`src/rtl/multicycle_ctrl.sv`:
```
// Multicycle MIPS control unit: FETCH/DECODE/EXEC/MEM/WB sequencer driving datapath strobes,
// with memory stall/timeout handling, illegal-instruction flag and retired-instruction counter.
module multicycle_ctrl #(
    parameter int ALUOP_W     = 3,
    parameter int MEM_TIMEOUT = 15,
    parameter int CNT_W       = 32
) (
    input  logic               clk,
    input  logic               reset,
    input  logic [5:0]         OP,
    input  logic [5:0]         funct,
    input  logic               Zero,
    input  logic               mem_ready,
    output logic               PCWrite,
    output logic [1:0]         PCSrc,
    output logic               IorD,
    output logic               IRWrite,
    output logic               MemRead,
    output logic               MemWrite,
    output logic               RegWrite,
    output logic [1:0]         RegDst,
    output logic [1:0]         Mem2Reg,
    output logic [1:0]         EXTOp,
    output logic               ALUSrc,
    output logic [ALUOP_W-1:0] ALUOp,
    output logic               illegal_instr,
    output logic               bus_error,
    output logic [2:0]         state,
    output logic [CNT_W-1:0]   instr_retired
);

    typedef enum logic [2:0] {
        S_RESET  = 3'd0,
        S_FETCH  = 3'd1,
        S_DECODE = 3'd2,
        S_EXEC   = 3'd3,
        S_MEM    = 3'd4,
        S_WB     = 3'd5
    } state_t;

    typedef enum logic [3:0] {
        C_ADDU, C_SUBU, C_JR, C_ORI, C_LW, C_SW, C_BEQ, C_J, C_JAL, C_ILL
    } class_t;

    localparam logic [ALUOP_W-1:0] ALU_ADDU = ALUOP_W'(0);
    localparam logic [ALUOP_W-1:0] ALU_SUBU = ALUOP_W'(1);
    localparam logic [ALUOP_W-1:0] ALU_OR   = ALUOP_W'(2);

    localparam int WAIT_W  = (MEM_TIMEOUT > 1) ? $clog2(MEM_TIMEOUT) : 1;
    localparam int TO_LAST = (MEM_TIMEOUT > 0) ? MEM_TIMEOUT - 1 : 0;

    state_t              state_q, state_d;
    logic [5:0]          op_q, funct_q;
    logic [WAIT_W-1:0]   wait_q, wait_d;
    logic [CNT_W-1:0]    retired_q;
    logic                retire;
    logic                timeout_hit;
    class_t              cls_in, cls_q;

    function automatic class_t classify(input logic [5:0] op, input logic [5:0] fn);
        class_t c;
        c = C_ILL;
        case (op)
            6'b000000: begin
                case (fn)
                    6'b100001: c = C_ADDU;
                    6'b100011: c = C_SUBU;
                    6'b001000: c = C_JR;
                    default:   c = C_ILL;
                endcase
            end
            6'b001101: c = C_ORI;
            6'b100011: c = C_LW;
            6'b101011: c = C_SW;
            6'b000100: c = C_BEQ;
            6'b000010: c = C_J;
            6'b000011: c = C_JAL;
            default:   c = C_ILL;
        endcase
        return c;
    endfunction

    // DECODE must act on the live IR fields; later states use the copy latched there.
    assign cls_in = classify(OP, funct);
    assign cls_q  = classify(op_q, funct_q);

    assign timeout_hit = (MEM_TIMEOUT != 0) && !mem_ready && (wait_q == TO_LAST[WAIT_W-1:0]);

    always_comb begin
        state_d       = state_q;
        wait_d        = '0;
        retire        = 1'b0;
        PCWrite       = 1'b0;
        PCSrc         = 2'd0;
        IorD          = 1'b0;
        IRWrite       = 1'b0;
        MemRead       = 1'b0;
        MemWrite      = 1'b0;
        RegWrite      = 1'b0;
        RegDst        = 2'd0;
        Mem2Reg       = 2'd0;
        EXTOp         = 2'd0;
        ALUSrc        = 1'b0;
        ALUOp         = ALU_ADDU;
        illegal_instr = 1'b0;
        bus_error     = 1'b0;

        case (state_q)
            S_RESET: state_d = S_FETCH;

            S_FETCH: begin
                if (mem_ready) begin
                    MemRead = 1'b1;
                    IRWrite = 1'b1;
                    PCWrite = 1'b1;
                    state_d = S_DECODE;
                end else if (timeout_hit) begin
                    bus_error = 1'b1;
                    state_d   = S_FETCH;
                end else begin
                    MemRead = 1'b1;
                    wait_d  = wait_q + WAIT_W'(1);
                end
            end

            S_DECODE: begin
                case (cls_in)
                    C_J: begin
                        PCWrite = 1'b1;
                        PCSrc   = 2'd2;
                        retire  = 1'b1;
                        state_d = S_FETCH;
                    end
                    C_JAL: begin
                        PCWrite  = 1'b1;
                        PCSrc    = 2'd2;
                        RegWrite = 1'b1;
                        RegDst   = 2'd2;
                        Mem2Reg  = 2'd2;
                        retire   = 1'b1;
                        state_d  = S_FETCH;
                    end
                    C_JR: begin
                        PCWrite = 1'b1;
                        PCSrc   = 2'd3;
                        retire  = 1'b1;
                        state_d = S_FETCH;
                    end
                    C_ILL: begin
                        illegal_instr = 1'b1;
                        state_d       = S_FETCH;
                    end
                    default: state_d = S_EXEC;
                endcase
            end

            S_EXEC: begin
                case (cls_q)
                    C_ADDU: begin
                        ALUOp   = ALU_ADDU;
                        state_d = S_WB;
                    end
                    C_SUBU: begin
                        ALUOp   = ALU_SUBU;
                        state_d = S_WB;
                    end
                    C_ORI: begin
                        ALUSrc  = 1'b1;
                        ALUOp   = ALU_OR;
                        state_d = S_WB;
                    end
                    C_LW, C_SW: begin
                        ALUSrc  = 1'b1;
                        EXTOp   = 2'd1;
                        ALUOp   = ALU_ADDU;
                        state_d = S_MEM;
                    end
                    C_BEQ: begin
                        ALUOp   = ALU_SUBU;
                        PCWrite = Zero;
                        PCSrc   = 2'd1;
                        retire  = 1'b1;
                        state_d = S_FETCH;
                    end
                    default: state_d = S_FETCH;
                endcase
            end

            S_MEM: begin
                if (mem_ready) begin
                    IorD     = 1'b1;
                    MemRead  = (cls_q == C_LW);
                    MemWrite = (cls_q == C_SW);
                    if (cls_q == C_LW) begin
                        state_d = S_WB;
                    end else begin
                        retire  = 1'b1;
                        state_d = S_FETCH;
                    end
                end else if (timeout_hit) begin
                    bus_error = 1'b1;
                    state_d   = S_FETCH;
                end else begin
                    IorD     = 1'b1;
                    MemRead  = (cls_q == C_LW);
                    MemWrite = (cls_q == C_SW);
                    wait_d   = wait_q + WAIT_W'(1);
                end
            end

            S_WB: begin
                RegWrite = 1'b1;
                RegDst   = (cls_q == C_ADDU || cls_q == C_SUBU) ? 2'd1 : 2'd0;
                Mem2Reg  = (cls_q == C_LW) ? 2'd1 : 2'd0;
                retire   = 1'b1;
                state_d  = S_FETCH;
            end

            default: state_d = S_RESET;
        endcase
    end

    always_ff @(posedge clk or negedge reset) begin
        if (!reset) begin
            state_q   <= S_RESET;
            op_q      <= '0;
            funct_q   <= '0;
            wait_q    <= '0;
            retired_q <= '0;
        end else begin
            state_q <= state_d;
            wait_q  <= wait_d;
            if (state_q == S_DECODE) begin
                op_q    <= OP;
                funct_q <= funct;
            end
            if (retire) begin
                retired_q <= retired_q + CNT_W'(1);
            end
        end
    end

    assign state         = state_q;
    assign instr_retired = retired_q;

endmodule

```
`config.mk`:
```
export PLATFORM = sky130hd
export DESIGN_NAME = multicycle_ctrl
export DESIGN_NICKNAME = d
export VERILOG_FILES = /design/src/rtl/multicycle_ctrl.sv
export SDC_FILE = /design/constraint.sdc
export NUM_CORES = 1
export LEC_CHECK = 0
export ABC_AREA = 1
export CAP_MARGIN = 30
export CORE_MARGIN = 5
export CORE_UTILIZATION = 48
export DETAILED_ROUTE_END_ITERATION = 12
export MAX_ROUTING_LAYER = met4
export PLACE_DENSITY_LB_ADDON = 0.12
export SETUP_SLACK_MARGIN = 0.15
export SLEW_MARGIN = 5
export SYNTH_ARGS = -nofsm -noshare
export SYNTH_HDL_FRONTEND = slang
export SYNTH_SLANG_ARGS = --single-unit
```
`constraint.sdc`:
```
create_clock -name clk -period 1.5 [get_ports clk]
set_input_delay 0.3 -clock clk [delete_from_list [all_inputs] [get_ports clk]]
set_output_delay 0.3 -clock clk [all_outputs]
set_load 0.01 [all_outputs]
```
---- After elaboration in Yosys (flattened, before gate mapping) ----
Index checks and enable logic that the tools add are counted.
word-level totals
  flip-flop bits (word level) ............. 51
  latch bits .............................. 0
  memory bits (writable) .................. 0
  bits in read-only memories .............. 0
  bits of input ports ..................... 16
  output and inout port bits .............. 55
  word-level logic and storage cells ...... 109
  memories ................................ 0
cells by class
  $add $sub $neg .......................... 2
  multipliers ............................. 0
  div/mod/pow operators ................... 0
  magnitude comparators ................... 0
  eq/ne operators ......................... 33
  shift-type cells ........................ 0
  muxes and demuxes ....................... 53
  bitwise operators ....................... 0
  reductions and logical operators ........ 16
operators by type and width
  cell                                           number
  one-hot mux 4 bit (7 select lines)             2
  == test 6 bit, second input constant           8
  adder 32 x 1 -> 32 bit, second input constant  1
  two-way mux 1 bit                              28
  == test 6 x 2 -> 1 bit, second input constant  4
  == test 6 x 4 -> 1 bit, second input constant  4
  one-hot mux 4 bit (3 select lines)             2
  one-hot mux 2 bit (2 select lines)             5
  == test 4 x 3 -> 1 bit, second input constant  4
  one-hot mux 3 bit (5 select lines)             1
  == test 4 bit, second input constant           3
  == test 6 x 3 -> 1 bit, second input constant  2
  logical NOT 6 bit                              2
  two-way mux 3 bit                              4
  two-way mux 4 bit                              3
  OR reduction 2 bit                             5
  OR reduction 3 bit                             3
  == test 4 x 2 -> 1 bit, second input constant  2
  == test 3 x 2 -> 1 bit, second input constant  2
  == test 3 bit, second input constant           2
  two-way mux 2 bit                              3
  one-hot mux 3 bit (2 select lines)             1
  adder 4 x 1 -> 4 bit, second input constant    1
  == test 4 x 1 -> 1 bit, second input constant  1
  10 further kinds                               11

---- Logic depth before layout (Yosys ltp) ----
  depth after elaboration ................. 7
  depth in mapped cells ................... 11

---- Worst setup path after synthesis ----
OpenSTA, ideal clock, no wires.
  path kind ............................... register -> output
  from .................................... register state_q[2], in the netlist state[2]
  to ...................................... output PCSrc[0]
  arrival time ............................ 1.416 ns
  path slack .............................. -0.216 ns
  cell stages (with the launch flop) ...... 6
  buffers on the path ..................... 2
  path through ............................ dfrtp_1 buf_2 nor3_2 buf_2 nand2_1 a21oi_1
on the way
  longest elaborated chain between the ends .. 2
  elaborated cells between the ends (all ways) .. 3
RTL lines
  item                                  line  source
  start, declared                       52    state_t state_q, state_d;
  start signal, assigned                231   state_q <= state_d;
  == test 3 x 2 -> 1 bit                108   case (state_q)
  one-hot mux 2 bit (2 select lines) *  108
  end, declared                         15    output logic [1:0] PCSrc,
Mark *: on every way between the ends. The rest lies on a longest branch, timed or not.

---- Worst setup path after layout ----
  from .................................... register op_q[4]
  to ...................................... output Mem2Reg[0]
on the way
  longest elaborated chain between the ends .. 5
  elaborated cells between the ends (all ways) .. 11
RTL lines
  item                                                  line  source
  start, declared                                       53    logic [5:0] op_q, funct_q;
  start signal, assigned                                226   op_q <= '0;
  start signal, assigned                                234   op_q <= OP;
  == test 6 x 2 -> 1 bit, or another cell as far along  63    case (op)
  one-hot mux 4 bit (7 select lines) *                  63
  == test 4 x 3 -> 1 bit *                              214   Mem2Reg = (cls_q == C_LW) ? 2'd1 : 2'd0;
  two-way mux 1 bit *                                   214
  one-hot mux 2 bit (2 select lines) *                  108
  end, declared                                         22    output logic [1:0] Mem2Reg,
Marks and branches as above.

==> impl_metrics.ini <==
[synth]
synth_commonest_cells = 214 x nand2_1, 90 x nor2_1, 60 x nand3_1
synth_area_um2 = 3690
yosysMostFrequentCell = nand2_1
synth_top_cell_area_share_pct = 34.6
postSynthAreaPerCell_um2 = 6.52
synthArstFlopShare_pct = 100
synth_edf_count = 0
synth.largest_area_cell = dfrtp_1
netlist_top_cells_area = dfrtp_1 35%, nand2_1 22%, nor2_1 9.2%
synth.distinct_cells = 30
ys_ff_latch = 51
ys_warn_count = 0
ys.flop_type = dfrtp_1
yosysSeqAreaShare_pct = 34.6
syn_inst = 566

[placement]
portBuffers = 68
gp_congestion = 0.964
place_ws_ns = -0.960
dp_hpwl_mm = 8.71

[setup_path]
path_class = reg -> out
critPathLaunchType = flop
crit_family = simple AND/OR/NAND/NOR gates
crit_path_cell_trace = nor2_4 -> nand3_2 -> nand2_2 -> nor2_2 -> nand2_2 -> buf_4 -> nand2_2 -> nor2_4 -> nand2_2 -> nor2_2 -> buf_2
r2r_end = instr_retired[17]$_DFFE_PN0P_
crit_top_cell = nand2_2
crit_path_max_fanout = 7
cp.required_ns = 1.20
cpPeakStageDelay_ns = 0.46
cpMaxStageDelayCell = dfrtp_1
cp_num_cells = 11
ff2ff_path_depth = 14
cp_num_buf_inv = 2
cp.arrival_ns = 2.19
r2r_slack_ns = -0.72
r2r_start = op_q[4]$_DFFE_PN0P_
cp-end-kind = output port

[cts]
insertion_delay_ns = 0.32
cts_buffers = 5
cts_max_level = 2
tritoncts = yes
clk_pin_slew_ns = 0.09
cts_buffer_depth = 2
root_buffer = clkbuf_8
cts_sinks = 51

[floorplanning]
die_y_um = 97.7
dieArea_um2 = 9540
start_util_pct = 48.5
pin_count = 71
dieWidth_um = 97.7
rows = 32
core_area_um2 = 7610

[drt]
drcViolationCount = 0
firstDrtPassIters = 5
wl_mm = 18.3
wl_per_cell_um = 20.0
routed_via_density = 5.73
ant_nets = 0
drt_iter0_drc = 476
vias = 5259

[power_and_ir_drop]
p_leak_nw = 3.39
sw_frac_of_total_pct = 43.7
powerDensity_nw_per_um2 = 1010
seq_power_share_pct = 27.4
comb_power_share_pct = 59.3
clkPwrFrac_pct = 13.3
peakVddDrop_mv = 0.461
internal_power_mw = 3.89
fin_total_pwr_mw = 6.92
p_sw_mw = 3.02

[timing]
min_period_over_period_pct = 166
fin_tns_setup_ns = -33.45
rsz0062_at_grt = yes
hold_viol_final = 0
drv_slew = 0
setup_viol = 66
whs_ns = 0.453
worstMarginPinSlew_ns = 0.590
skew_ns = 0.0101
min_period_ns = 2.49
layout_setup_ws_ns = -0.992
max_clock_freq_mhz = 401
slew_headroom_pct = 60.6

[grt]
track_usage_pct = 31.0
grt_pass1_wl_mm = 23.6
grt_antenna_before_repair = 0
grt_pass1_vias = 5001
grt_max_degree = 22
overflow = 0

[run_status]
violations = negative setup slack
status = finished with violations

[layout]
n_antenna_cell = 0
area_delta_synth_final_pct = 86.2
fill_cells = 346
final_nets = 836
final_layout_size_suffix_gt1_share_pct = 52.8

[hold_path]
holdPathEnd = funct_q[3]$_DFFE_PN0P_
min_path_cells = 4
hold_class = in -> reg
hp-start = funct[3]

[job]
max_cap_violations = 0
## worst min-delay path, delay by kind of cell
family,cells,cell delay [ns]
buffers and inverters,2,0.36
AOI/OAI and AO/OA,1,0.04
and+or+nand+nor,1,0.04
## per-stage QoR
stage	std cells	utilization, %	area (µm²)
global placement	811	68.7	5230
finish	918	90.3	6870
detailed placement	811	68.7	5230
global route	918	90.3	6870
floorplan	567	-	3850
CTS	893	82.7	6290
## layout make-up
cell class	count	area (µm²)	area share [%]
tap	102	128	1.86
timing repair buffer	254	2310	33.6
multi-input combinational	456	2840	41.4
inverter	47	188	2.73
clock buffer	8	100	1.46
sequential	51	1300	18.9
## sequential cells by signal, indices dropped and copies added (netlist names)
| signal | cells |
|---|---|
| instr_retired | 32 |
| funct_q | 6 |
| op_q | 6 |
| wait_q | 4 |
| state | 3 |
## layout by cell type, fill, tap and decap left out, types with 3 or more instances in the layout
cell and instances:
inv_4 3, nand2_4 11, nand3_1 26, nand3b_1 13
buf_12 9, nor2_2 18, dfrtp_1 34, nand2_8 5
nor2_4 15, buf_4 130, buf_2 16, nand2_2 53
o21ai_1 4, nor3_2 4, a21oi_2 5, nand2_1 151
nand3_2 34, o21ai_0 3, inv_2 18, buf_6 58
buf_16 3, xor2_1 11, clkdlybuf4s15_1 4, clkbuf_2 4
xnor2_1 6, dfrtp_2 17, nand4_1 7, dlygate4sd2_1 25
clkbuf_8 7, inv_1 25, nand3_4 4, nor2_1 65
o21ai_2 6
## worst max-delay path by stage
stage	startpoint	end	slack, ns
floorplan	op_q[3]$_DFFE_PN0P_	MemWrite	-0.08
global placement	OP[5]	PCWrite	-0.91
detailed placement	OP[5]	PCWrite	-0.96
CTS	op_q[4]$_DFFE_PN0P_	ALUSrc	-0.76
global route	op_q[4]$_DFFE_PN0P_	Mem2Reg[0]	-1.04
finish	op_q[4]$_DFFE_PN0P_	Mem2Reg[0]	-0.99
## power by group through the flow
stage	sequential (mW)	combinational, mW	clock (mW)
floorplan	1.87	1.19	0
global placement	1.87	2.12	0
detailed placement	1.88	2.18	0
CTS	1.84	3.09	0.918
global route	1.91	4.28	0.969
finish	1.89	4.10	0.918
## cells by family after synthesis
group                    synth area share [%]
AND/OR/NAND/NOR                          48.5
buffers and inverters                    7.73
flip-flops                               34.6
AO/OA/AOI/OAI                            3.32
XOR/XNOR                                 4.04
adder cells (fa/ha/maj)                  1.70
other                                   0.102
## metal layers
metal / track usage, % / up-vias / wire length (µm)
met1: 34.8 / 2486 / 6500
met3: 3.88 / 119 / 1360
li1: - / 2280 / -
met2: 54.4 / 374 / 9240
met5: - / - / 0
met4: 15.1 / 0 / 1220
## timing repair
action                                  CTS  global route
endpoints found under the setup margin   97            85
pin swaps                                50            57
gates cloned                              7             0
buffers inserted                         67            25
hold endpoints to repair                 17             0
hold buffers                              1             0
gates resized for setup                 305           119
Power figures use the tool's default switching activity.
